**src/rtl/vga_timing_gen.sv**
```systemverilog
// ============================================================================
// Module   : vga_timing_gen
// Brief    : VGA raster timing (pixel tick, h/v sync, blanking, x/y, strobes).
// Revision : 1.0 - initial release
// ============================================================================
`default_nettype none

module vga_timing_gen #(
  parameter int       CLK_DIV   = 2,
  parameter int       H_DISPLAY = 640,
  parameter int       H_FRONT   = 16,
  parameter int       H_SYNC    = 96,
  parameter int       H_BACK    = 48,
  parameter int       V_DISPLAY = 480,
  parameter int       V_FRONT   = 10,
  parameter int       V_SYNC    = 2,
  parameter int       V_BACK    = 33,
  parameter logic     HS_POL    = 1'b0,
  parameter logic     VS_POL    = 1'b0,
  parameter int       CNT_W     = 10
) (
  input  logic             clk,
  input  logic             reset,
  output logic             pix_tick,
  output logic             hsync,
  output logic             vsync,
  output logic             video_on,
  output logic [CNT_W-1:0] x,
  output logic [CNT_W-1:0] y,
  output logic             line_start,
  output logic             frame_start
);

  localparam int H_TOTAL = H_DISPLAY + H_FRONT + H_SYNC + H_BACK;
  localparam int V_TOTAL = V_DISPLAY + V_FRONT + V_SYNC + V_BACK;

  localparam logic [CNT_W-1:0] H_LAST   = CNT_W'(H_TOTAL - 1);
  localparam logic [CNT_W-1:0] V_LAST   = CNT_W'(V_TOTAL - 1);
  localparam logic [CNT_W-1:0] H_VIS    = CNT_W'(H_DISPLAY);
  localparam logic [CNT_W-1:0] V_VIS    = CNT_W'(V_DISPLAY);
  localparam logic [CNT_W-1:0] HS_START = CNT_W'(H_DISPLAY + H_FRONT);
  localparam logic [CNT_W-1:0] HS_END   = CNT_W'(H_DISPLAY + H_FRONT + H_SYNC);
  localparam logic [CNT_W-1:0] VS_START = CNT_W'(V_DISPLAY + V_FRONT);
  localparam logic [CNT_W-1:0] VS_END   = CNT_W'(V_DISPLAY + V_FRONT + V_SYNC);

  logic             tick;
  logic [CNT_W-1:0] h_cnt_q, h_cnt_d;
  logic [CNT_W-1:0] v_cnt_q, v_cnt_d;

  generate
    if (CLK_DIV > 1) begin : g_div
      localparam int               DIV_W    = $clog2(CLK_DIV);
      localparam logic [DIV_W-1:0] DIV_LAST = DIV_W'(CLK_DIV - 1);

      logic [DIV_W-1:0] div_cnt_q, div_cnt_d;

      always_comb begin
        div_cnt_d = (div_cnt_q == DIV_LAST) ? '0 : div_cnt_q + DIV_W'(1);
      end

      always_ff @(posedge clk) begin
        if (reset) begin
          div_cnt_q <= '0;
        end else begin
          div_cnt_q <= div_cnt_d;
        end
      end

      assign tick = (div_cnt_q == DIV_LAST);
    end else begin : g_nodiv
      assign tick = 1'b1;
    end
  endgenerate

  // Vertical counter only moves on the pixel where the line wraps.
  always_comb begin
    h_cnt_d = h_cnt_q;
    v_cnt_d = v_cnt_q;
    if (tick) begin
      if (h_cnt_q == H_LAST) begin
        h_cnt_d = '0;
        v_cnt_d = (v_cnt_q == V_LAST) ? '0 : v_cnt_q + CNT_W'(1);
      end else begin
        h_cnt_d = h_cnt_q + CNT_W'(1);
      end
    end
  end

  always_ff @(posedge clk) begin
    if (reset) begin
      h_cnt_q <= '0;
      v_cnt_q <= '0;
    end else begin
      h_cnt_q <= h_cnt_d;
      v_cnt_q <= v_cnt_d;
    end
  end

  // Outputs sample the pre-update counters, so they all lag by one clk together.
  always_ff @(posedge clk) begin
    if (reset) begin
      pix_tick    <= 1'b0;
      x           <= '0;
      y           <= '0;
      video_on    <= 1'b0;
      hsync       <= ~HS_POL;
      vsync       <= ~VS_POL;
      line_start  <= 1'b0;
      frame_start <= 1'b0;
    end else begin
      pix_tick    <= tick;
      x           <= h_cnt_q;
      y           <= v_cnt_q;
      video_on    <= (h_cnt_q < H_VIS) && (v_cnt_q < V_VIS);
      hsync       <= ((h_cnt_q >= HS_START) && (h_cnt_q < HS_END)) ? HS_POL : ~HS_POL;
      vsync       <= ((v_cnt_q >= VS_START) && (v_cnt_q < VS_END)) ? VS_POL : ~VS_POL;
      line_start  <= tick && (h_cnt_q == '0);
      frame_start <= tick && (h_cnt_q == '0) && (v_cnt_q == '0);
    end
  end

endmodule

`default_nettype wire

```
**config.mk**
```make
export PLATFORM = sky130hd
export DESIGN_NAME = vga_timing_gen
export DESIGN_NICKNAME = d
export VERILOG_FILES = /design/src/rtl/vga_timing_gen.sv
export SDC_FILE = /design/constraint.sdc
export NUM_CORES = 1
export LEC_CHECK = 0
export ABC_AREA = 1
export CORE_MARGIN = 2
export CORE_UTILIZATION = 50
export DETAILED_ROUTE_END_ITERATION = 10
export GPL_TIMING_DRIVEN = 0
export PLACE_DENSITY = 0.8
export SLEW_MARGIN = 5
export SYNTH_ARGS = -nofsm -noshare
export SYNTH_HDL_FRONTEND = slang
export SYNTH_SLANG_ARGS = --single-unit
```
**constraint.sdc**
```tcl
create_clock -name clk -period 1.6 [get_ports clk]
set_input_delay 0.32 -clock clk [delete_from_list [all_inputs] [get_ports clk]]
set_output_delay 0.32 -clock clk [all_outputs]
set_load 0.005 [all_outputs]
```
Word level (Yosys, flattened, before mapping):

Index checks and enable logic that the tools add are counted.

* register bits: 47
* bits of input ports: 2
* output and inout port bits: 26

* add/subtract/negate cells: 3
* $lt $le $gt $ge: 6
* eq/ne operators: 2
* multiplexer cells: 4
* reduce and logical (&&, ||, !) cells: 9

Operators by type and width (number)
* adder 10 x 1 -> 10 bit (second input constant): 2
* equality test 10 bit (second input constant): 2
* logical NOT 10 bit: 2
* less-than comparator 10 bit (second input constant): 2
* less-than comparator 10 x 9 -> 1 bit (second input constant): 2
* two-way mux 10 bit: 2
* greater-or-equal comparator 10 bit (second input constant): 1
* greater-or-equal comparator 10 x 9 -> 1 bit (second input constant): 1
* logical AND 1 bit: 5
* two-way mux 1 bit: 2
* AND reduction 2 bit: 1
* OR reduction 2 bit: 1
* adder 1 bit (second input constant): 1

Logic depth before layout (Yosys ltp):

* depth after elaboration: 3
* mapped depth: 9
* gate-level depth less buffers: 9

Least setup slack after synthesis:

OpenSTA, ideal clock, no wires.

* kind: register -> register
* from: reg h_cnt_q[0]
* to: reg v_cnt_q[0]
* data arrival time: 1.137 ns
* data required time: 1.485 ns
* slack: 0.347 ns
* cell stages (with the launch flop): 8
* period minus slack after synthesis: 1.253 ns
* cell sequence: dfxtp_1 > ha_1 > nand2_1 > nor2_1 > nand3_1 > nor2_1 > nand2_1 > and3_1

* word-level cells in the longest chain between the ends: 2

RTL lines
* from (decl): RTL line 47 `logic [CNT_W-1:0] h_cnt_q, h_cnt_d;`
* from (signal assigned): RTL line 94 `h_cnt_q <= h_cnt_d;`
* equality test 10 bit: RTL line 80 `if (h_cnt_q == H_LAST) begin`
* AND reduction 2 bit (no source line)
* to (signal assigned): RTL line 95 `v_cnt_q <= v_cnt_d;`
* to (decl): RTL line 48 `logic [CNT_W-1:0] v_cnt_q, v_cnt_d;`

Every way passes these cells.
A chain may end at the register's enable or synchronous reset.

Worst setup path in the final report:

Same ends and word-level chain as after synthesis.

==> out/qor.yml <==
grt_max_degree: 15
antenna_left: 0
setup_ws_ps: 155
post_cts_buffers: 0
drtPass1Iterations: 4
post-route-period-util_pct: 90.3
die_y_um: 66.1
crit_start: "h_cnt_q[0]"
port_buffers: 26
synth_warnings: 0
start_util_pct: 52.3
pwr_density_cell_mw_per_mm2: 839
grt_overflow: 0
synthMuxAreaShare_pct: 0
finalSetupViolations: 0
placed_area_mm2: 0.00225
synthArstFlopShare_pct: 0
die_w_um: 66.1
htreeDepth: 2
synth_simple_gate_area_share_pct: 35.4
critical_path_peak_fanout: 3
worstSkewPairLatency_ps: 310
drt-vias-per-instance: 4.91
ys_types: 29
tns_ps: 0
num-fill-cells: 334
dieArea_mm2: 0.00437
max_freq_mhz: 692
fin_crit_ps: 1450
yosys.cell_count.top_type: "nand2_1"
cpLargestDelayFamily: "simple AND/OR/NAND/NOR gates"
slew_viol_final: 0
synth.cell_area_mm2: 0.00193
hold_viol_final: 0
cp-start-kind: "register"
coreArea_mm2: 0.00369
reg2reg_slack_ps: 150
slowest_stage: "dfxtp_1"
yosysTopAreaCellShare_pct: 48.8
drive_gt1_share_pct: 11.5
required_ps: 1810
antenna_found_initial: 0
crit_path_frequent_cell: "nand2_1"
worstPathArrival_ps: 1650
vias: 1650
place_ws_ps: 135
end_kind: "register"
avgSynthCellArea_um2: 7.59
hp-class: "input pin to register"
grt_setup_unrepaired: "no"
yosys.area.top_type: "dfxtp_1"
skew_ps: 8.95
post_drt_wl_per_cell_um: 11.1
area_growth_pct: 21.2
cellLeakagePower_nw: 0.993
drtIter0Drc: 84
rows: 22
slew_headroom_pct: 66.8
synthXorXnorAreaFrac_pct: 0.454
synth_edf_count: 0
syn_nets: 260
yosys.area_share.adder_pct: 2.60
endpoint: "v_cnt_q[0]"
routed_wl_um: 3730
power_w: 0.00196
maxCapViolCount: 0
vdd_drop_max_v: 0.000443
cts_inserted_buffers: 5
grt_pass1_wl_um: 6510
run_status: "completed"
grt_pass1_vias: 1536
grt_usage_pct: 19.9
globalplace.congestion: 0.912
r2r_start: "h_cnt_q[0]"
cp.depth: 7
synth_compound_area_share_pct: 4.28
cts_resized: 0
ys.flop_type: "dfxtp_1"
synth_area_leaders: "dfxtp_1 (49%), nand2_1 (9.7%), nor2_1 (9.1%)"
path_cells: "ha_1 -> nand2_1 -> nor2_2 -> nand3_1 -> nor2_1 -> nand2_1 -> and3_1"
path_class: "register to register"
synth-seq-cells: 47
synth_top_family_by_area: "simple AND/OR/NAND/NOR gates"
drc: 0
cts_tree: "built"
clk_path_buf_depth: 2
synthCells: 254
seq_area_frac_synth_pct: 48.8
dpl.hpwl_um: 2760
cts.clk_slew.worst_paths_ps: 80
worst_path_largest_cell_delay_ps: 360
whs_ps: 328
insertedDiodeCount: 0
io_pins: 28
cts_root_buffer: "clkbuf_8"
worstReg2RegEnd: "v_cnt_q[0]"
ctsHoldBuffers: 0
r2r_cells: 7
synth_common_cells: "nand2_1 (50), dfxtp_1 (47), nor2_1 (47)"
finish.instance_area_mm2: 0.00234
nets: 293
tightest_slew_ps: 498
critPathBufInv: 0
cts.sinks: 47
## layout by cell type (no fill, tap or decap), types with 7 or more instances in the layout
cell type	n
nand3_1	12
clkdlybuf4s50_1	26
inv_2	8
o21ai_1	7
a21oi_1	8
nand2_1	50
inv_1	31
nor3_1	8
nor2_1	46
dfxtp_1	47
## layout make-up
type,count,area (um2),area share [%]
Clock buffer,6,72.6,3.11
Multi-Input combinational cell,164,826,35.4
Timing Repair Buffer,26,260,11.1
Buffer,3,12.5,0.536
Sequential cell,47,941,40.3
Inverter,40,151,6.48
Tap cell,48,60.1,2.57
Clock inverter,2,12.5,0.536
## kinds of logic (layout without fill, tap and decap cells)
family,count (synthesis),after routing
compound gates,16,16
buf+inv,43,77
xor+xnor,1,1
fa+ha+maj,4,4
simple gates,143,143
flops,47,47
## where the power goes
part	total, W	internal (W)	switching, W	leakage, nW
clock	0.000688	0.000305	0.000383	0.0412
sequential	0.00119	0.00118	0.00000895	0.380
combinational	0.0000790	0.0000308	0.0000482	0.572
## state kept, by name (all words and copies together) (netlist names)
| signal | flops |
|---|---|
| h_cnt_q | 10 |
| line_start | 1 |
| frame_start | 1 |
| hsync | 1 |
| y | 10 |
| g_div.div_cnt_q | 1 |
| v_cnt_q | 10 |
| pix_tick | 1 |
| x | 10 |
| video_on | 1 |
| vsync | 1 |
## stage by stage
step	utilization, %	cells
floorplan	-	254
global placement	61.0	328
detailed placement	61.0	328
CTS	63.3	336
global route	63.3	336
finish	63.3	336
## metal layers
metal  global-route usage, %  vias up  share of wire (%)
met5                       0        -                  0
met4                    11.5        0                2.7
met3                    3.24        7                5.3
met2                    32.8       40                 45
met1                    24.6      743                 47
li1                        -      860                  -
## worst min-delay path by stage
stage / start / endpoint / cells past startpoint
6_report: reset / v_cnt_q[7] / 2
5_1_grt: reset / v_cnt_q[7] / 2
4_1_cts: reset / v_cnt_q[7] / 2
3_5_place_dp: v_cnt_q[6] / y[6] / 2
3_3_place_gp: v_cnt_q[6] / y[6] / 2
2_1_floorplan: v_cnt_q[6] / y[6] / 2
(Power assumes the default switching activity.)
